### src/rtl/rr_mux_arbiter_if.sv
// Bundle of requester, payload and sink handshake signals for rr_mux_arbiter.
// The arbiter connects through the slave modport; whoever drives requests
// and consumes the stream connects through the master modport.
// When RR_MUX_ARB_LOCK_EN is defined the bundle also carries lock_i.
interface rr_mux_arbiter_if #(
  parameter int DATA_W = 2
);
  logic [3:0]        req_i;
  logic [DATA_W-1:0] data0_i;
  logic [DATA_W-1:0] data1_i;
  logic [DATA_W-1:0] data2_i;
  logic [DATA_W-1:0] data3_i;
  logic              ready_i;
`ifdef RR_MUX_ARB_LOCK_EN
  logic              lock_i;
`endif
  logic [3:0]        gnt_o;
  logic [3:0]        ack_o;
  logic [1:0]        direction_o;
  logic              valid_o;
  logic [DATA_W-1:0] data_o;

  modport slave (
`ifdef RR_MUX_ARB_LOCK_EN
    input  lock_i,
`endif
    input  req_i, data0_i, data1_i, data2_i, data3_i, ready_i,
    output gnt_o, ack_o, direction_o, valid_o, data_o
  );

  modport master (
`ifdef RR_MUX_ARB_LOCK_EN
    output lock_i,
`endif
    output req_i, data0_i, data1_i, data2_i, data3_i, ready_i,
    input  gnt_o, ack_o, direction_o, valid_o, data_o
  );
endinterface

### src/rtl/rr_mux_arbiter.sv
// Round-robin arbiter and sequencer in front of the shared 4:1 mux datapath.
// One requester owns the output channel at a time; its payload is streamed
// over valid/ready and a hold counter limits the tenure to HOLD_MAX beats.
// Optional feature macro RR_MUX_ARB_LOCK_EN: adds lock_i, which lets the
// current owner keep the channel past the hold limit while it stays high.
module rr_mux_arbiter #(
  parameter int DATA_W   = 2,
  parameter int HOLD_MAX = 4
) (
  input logic            clk_i,
  input logic            rst_i,
  rr_mux_arbiter_if.slave bus
);

  typedef enum logic {IDLE, GRANT} state_e;

  localparam logic [7:0] HOLD_LAST = 8'(HOLD_MAX - 1);

  state_e            state_q, state_d;
  logic [3:0]        gnt_q, gnt_d;
  logic [1:0]        dir_q, dir_d;
  logic [1:0]        ptr_q, ptr_d;
  logic [7:0]        cnt_q, cnt_d;

  logic              owner_req;
  logic              valid;
  logic              beat;
  logic              lock_active;
  logic              at_limit;
  logic              rel_drop;
  logic              rel_limit;
  logic [DATA_W-1:0] data_sel;
  logic [2:0]        pick_idle;
  logic [2:0]        pick_rel;

  // Returns {found, index} of the first set request scanning start, start+1, ...
  // The loop runs backwards so the smallest offset overwrites the result last.
  function automatic logic [2:0] rr_pick(input logic [3:0] req, input logic [1:0] start);
    logic [2:0] res;
    logic [1:0] idx;
    res = 3'b000;
    for (int i = 3; i >= 0; i--) begin
      idx = start + 2'(i);
      if (req[idx]) res = {1'b1, idx};
    end
    return res;
  endfunction

`ifdef RR_MUX_ARB_LOCK_EN
  assign lock_active = bus.lock_i;
`else
  assign lock_active = 1'b0;
`endif

  // Fresh arbitration from the pointer, and re-arbitration on release that
  // starts after the current owner and never considers it.
  assign pick_idle = rr_pick(bus.req_i, ptr_q);
  assign pick_rel  = rr_pick(bus.req_i & ~gnt_q, dir_q + 2'd1);

  // State register: all arbitration state clears immediately on reset.
  always_ff @(posedge clk_i or posedge rst_i) begin
    if (rst_i) begin
      state_q <= IDLE;
      gnt_q   <= 4'b0000;
      dir_q   <= 2'b00;
      ptr_q   <= 2'b00;
      cnt_q   <= 8'd0;
    end else begin
      state_q <= state_d;
      gnt_q   <= gnt_d;
      dir_q   <= dir_d;
      ptr_q   <= ptr_d;
      cnt_q   <= cnt_d;
    end
  end

  // Next state: grant from IDLE, count beats, and hand off or re-grant on release.
  always_comb begin
    state_d   = state_q;
    gnt_d     = gnt_q;
    dir_d     = dir_q;
    ptr_d     = ptr_q;
    cnt_d     = cnt_q;
    at_limit  = (cnt_q == HOLD_LAST);
    rel_drop  = (state_q == GRANT) && !owner_req;
    rel_limit = beat && at_limit && !lock_active;
    case (state_q)
      IDLE: begin
        if (pick_idle[2]) begin
          state_d = GRANT;
          gnt_d   = 4'b0001 << pick_idle[1:0];
          dir_d   = pick_idle[1:0];
          cnt_d   = 8'd0;
        end
      end
      GRANT: begin
        if (rel_drop || rel_limit) begin
          ptr_d = dir_q + 2'd1;
          cnt_d = 8'd0;
          if (pick_rel[2]) begin
            gnt_d = 4'b0001 << pick_rel[1:0];
            dir_d = pick_rel[1:0];
          end else if (!rel_limit) begin
            state_d = IDLE;
            gnt_d   = 4'b0000;
          end
        end else if (beat && !at_limit) begin
          cnt_d = cnt_q + 8'd1;
        end
      end
      default: begin
        state_d = IDLE;
        gnt_d   = 4'b0000;
      end
    endcase
  end

  // Outputs: valid follows the owner's request, payload follows the select.
  always_comb begin
    owner_req = bus.req_i[dir_q];
    valid     = (state_q == GRANT) && owner_req;
    beat      = valid && bus.ready_i;
    case (dir_q)
      2'd0:    data_sel = bus.data0_i;
      2'd1:    data_sel = bus.data1_i;
      2'd2:    data_sel = bus.data2_i;
      default: data_sel = bus.data3_i;
    endcase
  end

  assign bus.gnt_o       = gnt_q;
  assign bus.direction_o = dir_q;
  assign bus.valid_o     = valid;
  assign bus.ack_o       = gnt_q & {4{beat}};
  assign bus.data_o      = data_sel;

endmodule

### src/flat_wrapper.sv
// flat-port wrapper written by rule: the top's interface ports become plain ports
module rr_mux_arbiter_flat 
#(
  parameter int DATA_W   = 2,
  parameter int HOLD_MAX = 4
)
  (clk_i, rst_i, bus_req_i, bus_data0_i, bus_data1_i, bus_data2_i, bus_data3_i, bus_ready_i, bus_gnt_o, bus_ack_o, bus_direction_o, bus_valid_o, bus_data_o);
  rr_mux_arbiter_if #(.DATA_W(DATA_W)) bus_i ();
  input logic clk_i;
  input logic rst_i;
  input wire logic [$bits(bus_i.req_i)-1:0] bus_req_i;
  input wire logic [$bits(bus_i.data0_i)-1:0] bus_data0_i;
  input wire logic [$bits(bus_i.data1_i)-1:0] bus_data1_i;
  input wire logic [$bits(bus_i.data2_i)-1:0] bus_data2_i;
  input wire logic [$bits(bus_i.data3_i)-1:0] bus_data3_i;
  input wire logic [$bits(bus_i.ready_i)-1:0] bus_ready_i;
  output wire logic [$bits(bus_i.gnt_o)-1:0] bus_gnt_o;
  output wire logic [$bits(bus_i.ack_o)-1:0] bus_ack_o;
  output wire logic [$bits(bus_i.direction_o)-1:0] bus_direction_o;
  output wire logic [$bits(bus_i.valid_o)-1:0] bus_valid_o;
  output wire logic [$bits(bus_i.data_o)-1:0] bus_data_o;
  assign bus_i.req_i = bus_req_i;
  assign bus_i.data0_i = bus_data0_i;
  assign bus_i.data1_i = bus_data1_i;
  assign bus_i.data2_i = bus_data2_i;
  assign bus_i.data3_i = bus_data3_i;
  assign bus_i.ready_i = bus_ready_i;
  assign bus_gnt_o = bus_i.gnt_o;
  assign bus_ack_o = bus_i.ack_o;
  assign bus_direction_o = bus_i.direction_o;
  assign bus_valid_o = bus_i.valid_o;
  assign bus_data_o = bus_i.data_o;
  rr_mux_arbiter #(.DATA_W(DATA_W), .HOLD_MAX(HOLD_MAX)) u_core (.clk_i(clk_i), .rst_i(rst_i), .bus(bus_i));
endmodule
### config.mk
export PLATFORM = sky130hd
export DESIGN_NAME = rr_mux_arbiter_flat
export DESIGN_NICKNAME = d
export VERILOG_FILES = /design/src/rtl/rr_mux_arbiter_if.sv /design/src/rtl/rr_mux_arbiter.sv /design/src/flat_wrapper.sv
export SDC_FILE = /design/constraint.sdc
export NUM_CORES = 1
export LEC_CHECK = 0
export ABC_AREA = 0
export CAP_MARGIN = 20
export CELL_PAD_IN_SITES_DETAIL_PLACEMENT = 0
export CELL_PAD_IN_SITES_GLOBAL_PLACEMENT = 1
export CORE_ASPECT_RATIO = 1.5
export CORE_MARGIN = 1.5
export CORE_UTILIZATION = 37
export CTS_CLUSTER_SIZE = 28
export DETAILED_ROUTE_END_ITERATION = 10
export MAX_ROUTING_LAYER = met4
export PLACE_DENSITY_LB_ADDON = 0.1
export SLEW_MARGIN = 20
export SYNTH_ARGS = -nofsm -noshare
export SYNTH_HDL_FRONTEND = slang
export SYNTH_SLANG_ARGS = --single-unit
### constraint.sdc
create_clock -name clk_i -period 2.5 [get_ports clk_i]
set_input_delay 0.5 -clock clk_i [delete_from_list [all_inputs] [get_ports clk_i]]
set_output_delay 0.5 -clock clk_i [all_outputs]
set_load 0.05 [all_outputs]
==> results <==
-- logic make-up after synthesis --
logic type / count (synthesis) / share of synthesized area
simple gates: 48 / 0.239
compound gates: 35 / 0.181
flops: 17 / 0.338
buf+inv: 13 / 0.0427
mux: 12 / 0.108
xor+xnor: 6 / 0.0417
fa+ha+maj: 5 / 0.0497
-- cell usage in the layout (no fill, tap or decap), types with 2 or more instances in the layout --
cell type	synthesis	final
nor2_1	8	8
nor3_1	3	3
dlymetal6s2s_1	0	3
ha_1	5	5
inv_1	11	11
a21oi_1	6	6
mux2_2	3	3
buf_12	0	6
dfrtp_1	17	15
clkdlybuf4s50_1	0	16
a222oi_1	2	2
nor4_1	4	4
and3_1	5	4
dfrtp_2	0	2
o21ai_0	14	14
nand2b_1	4	4
nor3b_1	2	2
a221o_1	2	2
nand3_1	3	3
clkbuf_8	0	3
xnor2_1	6	6
mux2i_1	8	8
nand4_1	2	2
buf_4	1	12
nand2_1	6	6
-- report_power, final --
| group | total (uW) | switching [uW] | internal [uW] |
|---|---|---|---|
| combinational | 1300 | 752 | 547 |
| sequential | 476 | 120 | 356 |
| clock | 206 | 92.6 | 113 |
| total | 1980 | 964 | 1020 |
-- path summary, 6_finish.rpt --
check	startpoint	endpoint
worst min register to register	u_core.ptr_q[0]	u_core.ptr_q[0]
max in group asynchronous	rst_i	u_core.bus.direction_o[1]
worst min-delay path	u_core.ptr_q[0]	u_core.ptr_q[0]
min in group asynchronous	rst_i	u_core.ptr_q[0]
worst max-delay path	u_core.bus.direction_o[0]	bus_ack_o[0]
worst max register to register	u_core.bus.direction_o[0]	u_core.bus.gnt_o[1]
-- registers in the layout, summed over array words and instances (netlist names) --
| signal | flops |
|---|---|
| u_core.bus.direction_o | 2 |
| u_core.bus.gnt_o | 4 |
| u_core.cnt_q | 8 |
| u_core.ptr_q | 2 |
| u_core.state_q | 1 |
-- per-stage QoR --
step                      cells  total power, uW  instance area, um2
after floorplan             136             1310                1270
after global placement      212             1750                1720
after detailed placement    212             1780                1720
after CTS                   216             1990                1760
after global routing        216             2110                1770
final                       216             1980                1770
-- timing repair --
item | CTS | global route
gates resized for setup | 1 | 4
pin swaps | 0 | 1
endpoints found under the setup margin | 4 | 4
-- layer usage --
metal | routed length, um | share of wire | up-vias
met4 | 61 | 0.017 | 0
met3 | 70 | 0.020 | 8
met1 | 1390 | 0.40 | 581
met2 | 1990 | 0.57 | 25
li1 | - | - | 584
met5 | 0 | 0 | -
-- synthesized netlist by cell type, types with 2 or more instances --
| cell type | n |
|---|---|
| mux2i_1 | 8 |
| nand2_1 | 6 |
| a222oi_1 | 2 |
| nor2_2 | 2 |
| dfrtp_1 | 17 |
| a21oi_1 | 6 |
| nor2_1 | 8 |
| inv_1 | 11 |
| a221o_1 | 2 |
| mux2_2 | 3 |
| xnor2_1 | 6 |
| and3_1 | 5 |
| nand2b_1 | 4 |
| nand3_1 | 3 |
| nor4_1 | 4 |
| nor3_1 | 3 |
| nor3b_1 | 2 |
| nand4_1 | 2 |
| ha_1 | 5 |
| o21ai_0 | 14 |
-- critical path: cells and delay by family (launching register included) --
kind	cells	cell delay, ns
multiplexers	1	0.41
AND/OR/NAND/NOR	2	0.40
buffers and inverters	2	0.34
flip-flops	1	0.48
-- area by class of cell --
class	count	area, um2	share of cell area
clock buffer	4	45.0	0.0254
timing repair buffer	38	417	0.235
tap	40	50.0	0.0282
multi-input combinational	106	791	0.446
inverter	11	41.3	0.0233
sequential	17	428	0.242
==> run metrics <==
outcome finished clean; Final Slew Violations 0; Yosys warnings 0; Setup Total Neg Slack 0 ns; Netlist cell types 43; unrepaired setup endpoints after global routing no; CP Cell Sequence inv_1 > mux2_2 > nor2_4 > and3_1 > buf_12; power per standard cell area 1120 nW/um2; Final period util 0.946; via count 1198; Reg2Reg Setup Slack 0.29 ns; Syn Nets 156; die area 3770 um2; synthesized area per cell 9.26 um2; Post-Synthesis Cells 136; # diodes 0; Worst Setup End Kind primary output; vias in the first global route 1227; M3 GR Usage 0.0201; share of cells above drive strength 1 0.199; Leak 0.000780 uW; CTS sink cnt 17; CP arrival 1.86 ns; sequential fraction of the synthesis area 0.338; CTS tree yes; Tightest Hold Check Type flop to flop; fin util 0.555; Post-Synthesis Cell Area 1260 um2; clock buffer depth 2; GRT Residual Overflow 0; worst r2r path cells 7; TritonRoute pass-1 iters 4; Startpoint Class flop; Yosys top cell area share 0.338; synth top area cells dfrtp_1 34%, mux2i_1 6.4%, o21ai_0 5.6%; flop and latch count out of synthesis 17; EDFF count, synth 0; initial antenna violation count 0; PortBufs 27; CP Class flop to primary output; vias per inst 5.55; hold path depth 2; gr usage total 0.213; post-route setup slack 0.135 ns; HPWL Detailed 2850 um; gpl congestion 0.902; Setup Viol. Count Final 0; largest stage delay on the critical path 0.48 ns; maximum VDD drop 0.651 mV; GR peak layer met2; Maximum Capacitance Violations 0; Initial Utilization 0.395; relative slew slack 0.553; postcts setup bufs 0; slowest library cell on the worst path dfrtp_2; Clk pin slew, worst setup/hold paths 0.06 ns; Worst Path Required 2.00 ns; Die Y-Extent 74.5 um; # H-tree levels 1; Clock Skew 0.00112 ns; routed len/inst 16.3 um; Layout fillers 317; met2 GRT Util 0.396; routing usage on met1 0.226; Hold Fails Final Rpt 0; Slew @ Worst Pin 0.669 ns; cell taking the most area after synthesis dfrtp_1; Num CTS Buffers 3; Setup Slack @ Placement -0.00980 ns; Core Box Area 3190 um2; Max FO, Critical Path 9; initial drt markers 26; drt total wl 3510 um; die width 50.6 um; Primary FF master, synth dfrtp_1; Fmax 0.423 GHz; post-route minimum period 2.36 ns; clock latency on the worst-skew pair 0.25 ns; fraction of registers with async set/reset 1.00; global-route wire length before repair 5820 um; IO Pins 28; largest net degree at the start of global routing 18; drt drc 0; Root Buffer clkbuf_8; Hold Buf Count CTS 0; Layout area overhead 40.6%; WHS 0.529 ns; antenna-violating nets left 0; nets 197; FP Rows 25
No activity file was read; power rests on OpenSTA's default activity.
